[config.mk]
export PLATFORM = sky130hd
export DESIGN_NAME = mem_access_unit
export DESIGN_NICKNAME = d
export VERILOG_FILES = /design/src/rtl/mem_access_unit.sv
export SDC_FILE = /design/constraint.sdc
export NUM_CORES = 1
export LEC_CHECK = 0
export ABC_AREA = 0
export BUFFER_PORTS_ARGS = -buffer_cell sky130_fd_sc_hd__buf_2
export CORE_UTILIZATION = 46
export CTS_CLUSTER_SIZE = 14
export DETAILED_ROUTE_END_ITERATION = 6
export GPL_TIMING_DRIVEN = 0
export PLACE_DENSITY = 0.83
export SYNTH_ARGS = -nofsm -noshare
export SYNTH_HDL_FRONTEND = slang
export SYNTH_SLANG_ARGS = --single-unit
[constraint.sdc]
create_clock -name clk -period 16.3 [get_ports clk]
set_input_delay 3.26 -clock clk [delete_from_list [all_inputs] [get_ports clk]]
set_output_delay 3.26 -clock clk [all_outputs]
set_load 0.05 [all_outputs]
[src/rtl/mem_access_unit.sv]
// Load/store sequencer for a 64-bit doubleword-wide data memory: lane extract/extend on loads,
// read-modify-write for sub-doubleword stores. Define MAU_MISALIGN_TRAP_EN to trap misaligned accesses.
module mem_access_unit #(
    parameter int unsigned READ_LAT = 1
) (
    input  logic        clk,
    input  logic        reset,
    input  logic        start,
    input  logic        write,
    input  logic [1:0]  tam,
    input  logic        unsigned_ld,
    input  logic [63:0] addr,
    input  logic [63:0] wdata,
    output logic [63:0] rdata,
    output logic        busy,
    output logic        done,
    output logic        misaligned,
    output logic [63:0] mem_addr,
    output logic        mem_wr,
    output logic [63:0] mem_wdata,
    input  logic [63:0] mem_rdata
);

    typedef enum logic [2:0] {StIdle, StRead, StWrite, StDone, StErr} state_e;

    state_e      state_q, state_d;
    logic [1:0]  cnt_q, cnt_d;
    logic        write_q;
    logic [1:0]  tam_q;
    logic        uns_q;
    logic [63:0] addr_q;
    logic [63:0] wdata_q;

    logic [2:0]  align_mask;
    logic        req_mis;
    logic [63:0] addr_in;
    logic [5:0]  shamt;
    logic [63:0] shifted;
    logic [63:0] ext;
    logic [63:0] lane_mask;
    logic [63:0] merged;

    // Low address bits that must be zero for a naturally aligned access of this width.
    always_comb begin
        unique case (tam)
            2'b00:   align_mask = 3'b111;
            2'b01:   align_mask = 3'b011;
            2'b10:   align_mask = 3'b001;
            default: align_mask = 3'b000;
        endcase
    end

`ifdef MAU_MISALIGN_TRAP_EN
    assign req_mis    = |(addr[2:0] & align_mask);
    assign addr_in    = addr;
    assign misaligned = (state_q == StErr);
`else
    assign req_mis    = 1'b0;
    assign addr_in    = {addr[63:3], addr[2:0] & ~align_mask};
    assign misaligned = 1'b0;
`endif

    assign shamt   = {addr_q[2:0], 3'b000};
    assign shifted = mem_rdata >> shamt;

    always_comb begin
        unique case (tam_q)
            2'b00: begin
                ext       = shifted;
                lane_mask = {64{1'b1}};
            end
            2'b01: begin
                ext       = {{32{~uns_q & shifted[31]}}, shifted[31:0]};
                lane_mask = 64'h0000_0000_FFFF_FFFF;
            end
            2'b10: begin
                ext       = {{48{~uns_q & shifted[15]}}, shifted[15:0]};
                lane_mask = 64'h0000_0000_0000_FFFF;
            end
            default: begin
                ext       = {{56{~uns_q & shifted[7]}}, shifted[7:0]};
                lane_mask = 64'h0000_0000_0000_00FF;
            end
        endcase
    end

    assign merged = (mem_rdata & ~(lane_mask << shamt)) | ((wdata_q & lane_mask) << shamt);

    always_comb begin
        state_d = state_q;
        cnt_d   = cnt_q;
        unique case (state_q)
            StIdle: begin
                if (start) begin
                    if (req_mis) begin
                        state_d = StErr;
                    end else if (write && tam == 2'b00) begin
                        state_d = StWrite;
                    end else begin
                        state_d = StRead;
                        cnt_d   = 2'(READ_LAT - 1);
                    end
                end
            end
            StRead: begin
                if (cnt_q == 2'd0) begin
                    state_d = write_q ? StWrite : StDone;
                end else begin
                    cnt_d = cnt_q - 2'd1;
                end
            end
            StWrite: state_d = StDone;
            StDone:  state_d = StIdle;
            StErr:   state_d = StIdle;
            default: state_d = StIdle;
        endcase
    end

    always_ff @(posedge clk or posedge reset) begin
        if (reset) begin
            state_q   <= StIdle;
            cnt_q     <= 2'd0;
            write_q   <= 1'b0;
            tam_q     <= 2'b00;
            uns_q     <= 1'b0;
            addr_q    <= 64'd0;
            wdata_q   <= 64'd0;
            rdata     <= 64'd0;
            mem_wdata <= 64'd0;
        end else begin
            state_q <= state_d;
            cnt_q   <= cnt_d;
            if (state_q == StIdle && start) begin
                write_q   <= write;
                tam_q     <= tam;
                uns_q     <= unsigned_ld;
                addr_q    <= addr_in;
                wdata_q   <= wdata;
                // Full-width stores skip the read, so the word must be ready on entry to WRITE.
                mem_wdata <= wdata;
            end
            if (state_q == StRead && cnt_q == 2'd0) begin
                if (write_q) begin
                    mem_wdata <= merged;
                end else begin
                    rdata <= ext;
                end
            end
        end
    end

    assign mem_addr = {addr_q[63:3], 3'b000};
    assign busy     = (state_q != StIdle);
    assign done     = (state_q == StDone) || (state_q == StErr);
    assign mem_wr   = (state_q == StWrite);

endmodule

After elaboration in Yosys (flattened, before gate mapping) --
Index checks and enable logic that the tools add are counted.
Storage, ports and cells: ROM bits 0, memories kept 0, latch bits 0, word-level logic and storage cells 64, memory bits (writable) 0, output and inout bits 196, bits in registers 265
Operators by class: divide/modulo/power cells 0, multipliers 0, reductions and logical operators 13, shift operators 3, magnitude comparators 0, mux-type cells 15, bitwise operators 11, add/sub/neg operators 1, eq/ne operators 12
Operators by type and width (number):
- $pmux W64 S3 | 2
- $mux W64 | 3
- $and A64 B64 Y64 | 2
- $shl A64 B6 Y64 | 2
- $not A64 Y64 | 1
- $or A64 B64 Y64 | 1
- $shr A64 B6 Y64 | 1
- $pmux W3 S3 | 2
- $mux W2 | 4
- $ne A2 B2 Y1 const B | 4
- $eq A3 B2 Y1 const B | 2
- $logic_not A2 Y1 | 3
- $mux W3 | 2
- $eq A2 B1 Y1 const B | 2
- $eq A2 B2 Y1 const B | 2
- $pmux W2 S2 | 1
- $reduce_and A2 Y1 | 2
- $reduce_and A4 Y1 | 1
- $and A1 B1 Y1 | 3
- $and A3 B3 Y3 | 1
- $eq A3 B1 Y1 const B | 1
- $eq A3 B3 Y1 const B | 1
- $logic_and A1 B1 Y1 | 3
- $logic_not A3 Y1 | 1
- 7 further kinds | 8

Longest topological paths before layout --
Gate-level depths: netlist (run 1).
word-level depth 8, gate-level depth with buffers 9, mapped depth without buffers 7

Worst setup path after synthesis (run 1) --
Ideal clock, no wire load.
path kind input to register, start input port mem_rdata[47], end register rdata[39], slack 11.292 ns, library setup time 0.123 ns, arrival 4.885 ns, buffers on the path 1, cell stages on the path 6, cells stage by stage mux2_4 mux4_2 a311o_1 a211oi_4 buf_6 a21oi_2
On the way: word-level cells in the longest chain between the ends 3, elaborated cells on any way between the ends 5, those cells by class shift (1); mux (1); bitwise (3)
Ends and longest elaborated chain:
- start: declaration | RTL line 21 | input logic [63:0] mem_rdata
- $shr A64 B6 Y64 (*) | RTL line 64 | assign shifted = mem_rdata >> shamt;
- $and A1 B1 Y1, on equally long branches | RTL line 81, 73, 77
- $pmux W64 S3 (*) | RTL line 67 | unique case (tam_q)
- end signal: assignment | RTL line 146 | rdata <= ext;
- end: declaration | RTL line 14 | output logic [63:0] rdata,
Every way passes the cells marked *; elsewhere a longest branch is shown, timed or not. A chain may end at the register's enable or synchronous reset.

Worst setup path after layout (run 1) --
start register state_q[0], end output port busy
On the way: word-level cells in the longest chain between the ends 1
Ends and longest elaborated chain:
- start: declaration | RTL line 26 | state_e state_q, state_d;
- start signal: assignment | RTL line 121 | state_q <= StIdle;
- start signal: assignment | RTL line 131 | state_q <= state_d;
- $reduce_bool A3 Y1 | RTL line 153 | assign busy = (state_q != StIdle);
- end: declaration | RTL line 15 | output logic busy,
Every way passes these cells.

==> flow_summary.json, run 1 <==
{
  "irDropWorstVdd_mv": 0.1625,
  "synth_compound_area_frac": 0.1960,
  "fillers": 2865,
  "drive_above_1_share": 0.2844,
  "grt_pass1_vias": 15490,
  "grt_remaining_overflow": 0,
  "r2r-start": "addr_q[0]",
  "rows": 65,
  "drcViolationCount": 0,
  "initial_core_util": 0.4681,
  "cp-end-kind": "primary output",
  "cts_resized": 0,
  "hp-start": "addr_q[11]",
  "syn_area_per_cell_um2": 8.758,
  "finalCritPeriodShare": 0.3259,
  "drv_slew": 0,
  "dp_cells": 2488,
  "power.leakage_uw": 0.008854,
  "io_pins": 395,
  "final_nets": 2320,
  "synth-main-ff-cell": "dfrtp_1",
  "layout_setup_ws_ps": 10990,
  "dp_hpwl_um": 54580,
  "p_per_area_mw_per_mm2": 274.9,
  "hold_buffers": 0,
  "worstHoldPathType": "flop to flop",
  "maxCapViolCount": 0,
  "path_clk_slew_ps": 60,
  "drtAntennaViolNets": 0,
  "crit_path_top_delay_cell": "dfrtp_1",
  "startpoint": "state_q[0]",
  "die_x_um": 181.4,
  "finalSetupTns_ps": 0,
  "ctsRootBufferMaster": "clkbuf_16",
  "ys_types": 57,
  "vias": 15793,
  "post-route-util": 0.5775,
  "cts.sinks": 264,
  "finalHoldViolations": 0,
  "viasPerCell": 6.210,
  "syn_area_mm2": 0.01481,
  "place_ws_ps": 10610,
  "io_buffers": 390,
  "status": "finished clean",
  "grt_pass1_wl_um": 101500,
  "arrival_ps": 2050,
  "crit_fanout": 10,
  "grt_util_all_layers": 0.4224,
  "numCtsBuffers": 28,
  "dieArea_mm2": 0.03292,
  "final_cells": 2543,
  "crit_type": "flop to primary output",
  "synth-xor-area-share": 0,
  "skew_ps": 19.96,
  "cts_tree": "built",
  "final_common_cell": "nand2_1",
  "slowest_delay_ps": 420,
  "crit_required_ps": 13040,
  "setup_violations": 0,
  "slew_headroom": 0.2179,
  "die_h_um": 181.4,
  "worst_pin_slew_ps": 1164,
  "drt_iter0_drc": 1994,
  "rsz0062_at_grt": "no",
  "antenna_found_initial": 5,
  "synth_top_family_by_area": "compound AO/OA/AOI/OAI gates",
  "muxShareOfSynthArea": 0.08980,
  "synth_fa_ha_area_frac": 0.004224,
  "first_pass_iters": 7,
  "synth-simple-area-share": 0.1893,
  "place_congestion": 1.011,
  "async_flop_share": 1.000,
  "ys_seq_area_frac": 0.4461,
  "yosys_warnings": 0,
  "fin_crit_ps": 5313,
  "layout_common_cells": "nand2_1 (501), buf_2 (406), dfrtp_1 (264)",
  "cp-start-kind": "flop",
  "grt_max_degree": 130,
  "drt_wl_total_um": 70240,
  "post_cts_buffers": 0,
  "core-area_mm2": 0.03164,
  "area_growth_pct": 23.35,
  "synth-seq-cells": 264,
  "syn-instance-count": 1691,
  "synth_edf_count": 0,
  "clockBufferDepth": 3,
  "clk_latency_ps": 580,
  "path_cells": "inv_1 > ha_1 > clkbuf_1 > inv_1 > buf_2",
  "timing.fmax_mhz": 188.2,
  "htreeDepth": 1,
  "crit_top_cell": "inv_1",
  "wl_per_cell_um": 27.62
}
-- Yosys cell counts, drive strengths merged, types with 8 or more instances --
master,instances,area share
inv,15,0.0038
clkbuf,90,0.023
mux4,26,0.040
mux2i,68,0.046
nor2,101,0.026
a21o,8,0.0041
a221oi,35,0.021
a22oi,50,0.025
buf,106,0.048
o2bb2ai,11,0.0065
o22ai,27,0.011
a21oi,131,0.052
o22a,14,0.0083
nor3b,9,0.0046
nor3,9,0.0034
o21ai,41,0.014
nand2,501,0.13
dfrtp,264,0.45
a31oi,52,0.022
and2,9,0.0038
and3,20,0.0084
a211oi,20,0.011
-- kinds of logic (layout without fill, tap and decap cells) --
group / Yosys count / in the layout
simple gates: 685 / 685
other cells: 1 / 7
mux: 99 / 99
flops: 264 / 264
buf+inv: 211 / 655
fa+ha+maj: 5 / 5
compound gates: 426 / 426
-- sequential cells by signal, indices dropped and copies added, names as in the netlist --
register	count
tam_q	2
rdata	64
cnt_q	2
uns_q	1
wdata_q	64
addr_q	64
write_q	1
mem_wdata	64
state_q	2
-- critical path: cells and delay by family (launching register included) --
family                   cells  cell delay (ps)
flip-flops                   1              420
adder cells (fa/ha/maj)      1              200
buffers and inverters        4              860
-- layer usage --
| layer | global-route usage | vias up | share of wire |
|---|---|---|---|
| li1 | - | 6715 | - |
| met1 | 0.5759 | 7669 | 0.40 |
| met2 | 0.6323 | 1154 | 0.43 |
| met3 | 0.08624 | 251 | 0.11 |
| met4 | 0.2298 | 4 | 0.061 |
| met5 | 0 | - | 0.00031 |
-- report_power, final --
| part | internal, uW | switching (uW) |
|---|---|---|
| registers | 981 | 286 |
| logic | 867 | 2240 |
| clock network | 367 | 281 |
-- cell type report --
| class | count | area [um2] | area share |
|---|---|---|---|
| Tap cell | 402 | 503.0 | 0.02753 |
| Clock buffer | 39 | 782.0 | 0.04281 |
| Multi-Input combinational cell | 1219 | 7119 | 0.3897 |
| Sequential cell | 264 | 6606 | 0.3616 |
| Buffer | 196 | 1045 | 0.05719 |
| Clock inverter | 13 | 135.1 | 0.007397 |
| Inverter | 15 | 63.81 | 0.003493 |
| Antenna cell | 3 | 7.507 | 0.0004109 |
| Timing Repair Buffer | 392 | 2007 | 0.1099 |
-- worst paths after layout --
| check | endpoint | cells after the start | slack, ps |
|---|---|---|---|
| min | addr_q[11] | 2 | 480 |
| min in group asynchronous | rdata[48] | 2 | 2610 |
| min reg2reg | addr_q[11] | 2 | 480 |
| max | busy | 5 | 10990 |
| max reg2reg | mem_wdata[53] | 8 | 12630 |
| max in group asynchronous | tam_q[1] | 3 | 12750 |
-- stage by stage --
stage / total power (uW) / hold slack (ps) / area [um2]
after detailed placement: 4289 / 463.0 / 17340
after CTS: 4947 / 478.3 / 18260
after global routing: 5216 / 497.8 / 18270
after floorplan: 3334 / 441.2 / 14820
final: 5023 / 475.8 / 18270
after global placement: 4247 / 458.2 / 17280
No activity file was read; power rests on OpenSTA's default activity.
==> inputs of run 2 (changes only) <==
ABC_AREA = 1   (was 0)
PLACE_DENSITY = 0.86   (was 0.83)
clock period = 4.85 ns   (was 16.3 ns; I/O delays follow)
==> flow_summary.json, run 2 <==
{
  "synth-main-ff-cell": "dfrtp_1",
  "final_cells": 3125,
  "first_pass_iters": 7,
  "syn_area_per_cell_um2": 6.912,
  "irDropWorstVdd_mv": 0.5741,
  "p_per_area_mw_per_mm2": 940.0,
  "area_growth_pct": 23.00,
  "slew_headroom": 0.3201,
  "viasPerCell": 5.860,
  "rows": 66,
  "drt_wl_total_um": 77190,
  "clk_latency_ps": 580,
  "power.leakage_uw": 0.01035,
  "final_nets": 2866,
  "cts.sinks": 264,
  "hold_buffers": 0,
  "cts_resized": 0,
  "cts_tree": "built",
  "grt_pass1_wl_um": 109800,
  "p_switching_uw": 10420,
  "grt_remaining_overflow": 0,
  "crit_required_ps": 5340,
  "rsz0062_at_grt": "no",
  "vias": 18311,
  "syn_area_mm2": 0.01543,
  "drv_slew": 0,
  "arrival_ps": 3300,
  "yosys-top-cells-count": "nand2_1 (805), nand3_1 (286), nor2_1 (268)",
  "timing.fmax_mhz": 356.1,
  "worstHoldPathType": "flop to flop",
  "finalHoldViolations": 0,
  "dp_cells": 3074,
  "post_cts_buffers": 0,
  "post-route-util": 0.5790,
  "multi_input_area_mm2": 0.007347,
  "layout_setup_ws_ps": 2042,
  "ys_types": 36,
  "drt_iter0_drc": 2313,
  "worst_pin_slew_ps": 1020,
  "crit_fanout": 10,
  "synth_top_cell_by_area": "dfrtp_1",
  "clockBufferDepth": 3,
  "dieArea_mm2": 0.03429,
  "grt_pass1_vias": 17093,
  "initial_core_util": 0.4708,
  "die_h_um": 185.2,
  "place_congestion": 1.105,
  "dp_hpwl_um": 61500,
  "synth_top_area_share": 0.4281,
  "violations": "design-rule violations",
  "layout_common_cells": "nand2_1 (805), buf_2 (439), nand3_1 (286)",
  "drtAntennaViolNets": 0,
  "pwr-share-comb": 0.653,
  "grt_util_all_layers": 0.4449,
  "swShare": 0.5837,
  "crit_type": "flop to flop",
  "final_common_cell": "nand2_1",
  "status": "complete, but fails checks",
  "core-area_mm2": 0.03278,
  "setup_violations": 0,
  "synth-seq-cells": 264,
  "synthTopCellsByArea": "dfrtp_1 (43%), nand2_1 (20%), nand3_1 (9.3%)",
  "ys_seq_area_frac": 0.4281,
  "cell_internal_pwr_uw": 7429,
  "yosysMostFrequentCell": "nand2_1",
  "grt_max_degree": 44,
  "cp-end-kind": "flop",
  "power.share.clock": 0.121,
  "antenna_found_initial": 1,
  "io_buffers": 390,
  "power_frac_seq": 0.226,
  "async_flop_share": 1.000,
  "wl_per_cell_um": 24.70,
  "fillers": 3128,
  "path_clk_slew_ps": 60,
  "ctsRootBufferMaster": "clkbuf_16",
  "synth_edf_count": 0,
  "drive_above_1_share": 0.2272,
  "syn-instance-count": 2233,
  "numCtsBuffers": 28,
  "cp-start-kind": "flop",
  "maxCapViolCount": 0,
  "finalCritPeriodShare": 0.5790,
  "fin_crit_ps": 2808,
  "drcViolationCount": 12,
  "skew_ps": 18.03,
  "yosys_warnings": 0,
  "htreeDepth": 1,
  "io_pins": 395,
  "place_ws_ps": 1822,
  "die_x_um": 185.2,
  "regArea_mm2": 0.006606
}
==> run 2: final timing paths <==
check / from / to / slack [ps] / depth (start not counted)
hold reg to reg: addr_q[62] / addr_q[62] / 480 / 2
setup reg to reg: state_q[0] / mem_wdata[2] / 2040 / 7
min in group asynchronous: reset / rdata[60] / 510 / 2
hold / removal: addr_q[62] / addr_q[62] / 480 / 2
setup / recovery: state_q[0] / mem_wdata[2] / 2040 / 7
max in group asynchronous: reset / wdata_q[60] / 3130 / 5
==> run 2: power groups by stage <==
stage	sequential, uW	clock, uW	combinational (uW)
floorplan	5720	0	5910
finish	4030	2150	11700
CTS	4000	2170	11300
global placement	3980	0	11100
detailed placement	4010	0	11200
global route	4110	2240	12200
==> run 2: logic make-up after synthesis <==
| kind of cell | share of synthesized area |
|---|---|
| buf+inv | 0.09664 |
| fa+ha+maj | 0.004054 |
| other cells | 0.0002430 |
| simple gates | 0.3700 |
| flops | 0.4281 |
| compound gates | 0.1010 |
==> run 2: layout make-up <==
cell class | instances | share of cell area
antenna | 2 | 0.0002636
buffer | 210 | 0.06334
clock buffer | 38 | 0.04152
clock inverter | 11 | 0.006130
inverter | 77 | 0.01542
multi-input combinational | 1685 | 0.3870
sequential | 264 | 0.3480
tap | 442 | 0.02913
timing repair buffer | 396 | 0.1091
==> run 2: critical path, stage by stage (launching register included) <==
cell      delay, ps
dfrtp_1         410
inv_1           100
ha_1            250
nand2_1         200
clkbuf_1        770
buf_1           640
nand2_1         120
a31oi_1         230
==> run 2: per-stage QoR <==
step / total power (uW) / hold slack (ps) / setup TNS, ps / area (um2)
2_1_floorplan: 11630 / 449.3 / 0 / 15450
3_3_place_gp: 15110 / 463.4 / -256110 / 17950
3_5_place_dp: 15260 / 466.1 / 0 / 18070
4_1_cts: 17460 / 481.8 / 0 / 18980
5_1_grt: 18600 / 499.9 / 0 / 18980
6_report: 17840 / 480.7 / 0 / 18980
==> run 2: routing by layer <==
metal	vias up	wire length [um]	GRT usage
li1	8000	-	-
met1	8812	31270	0.6060
met2	1288	32970	0.6689
met3	209	9324	0.1103
met4	2	3566	0.1934
met5	-	66	0
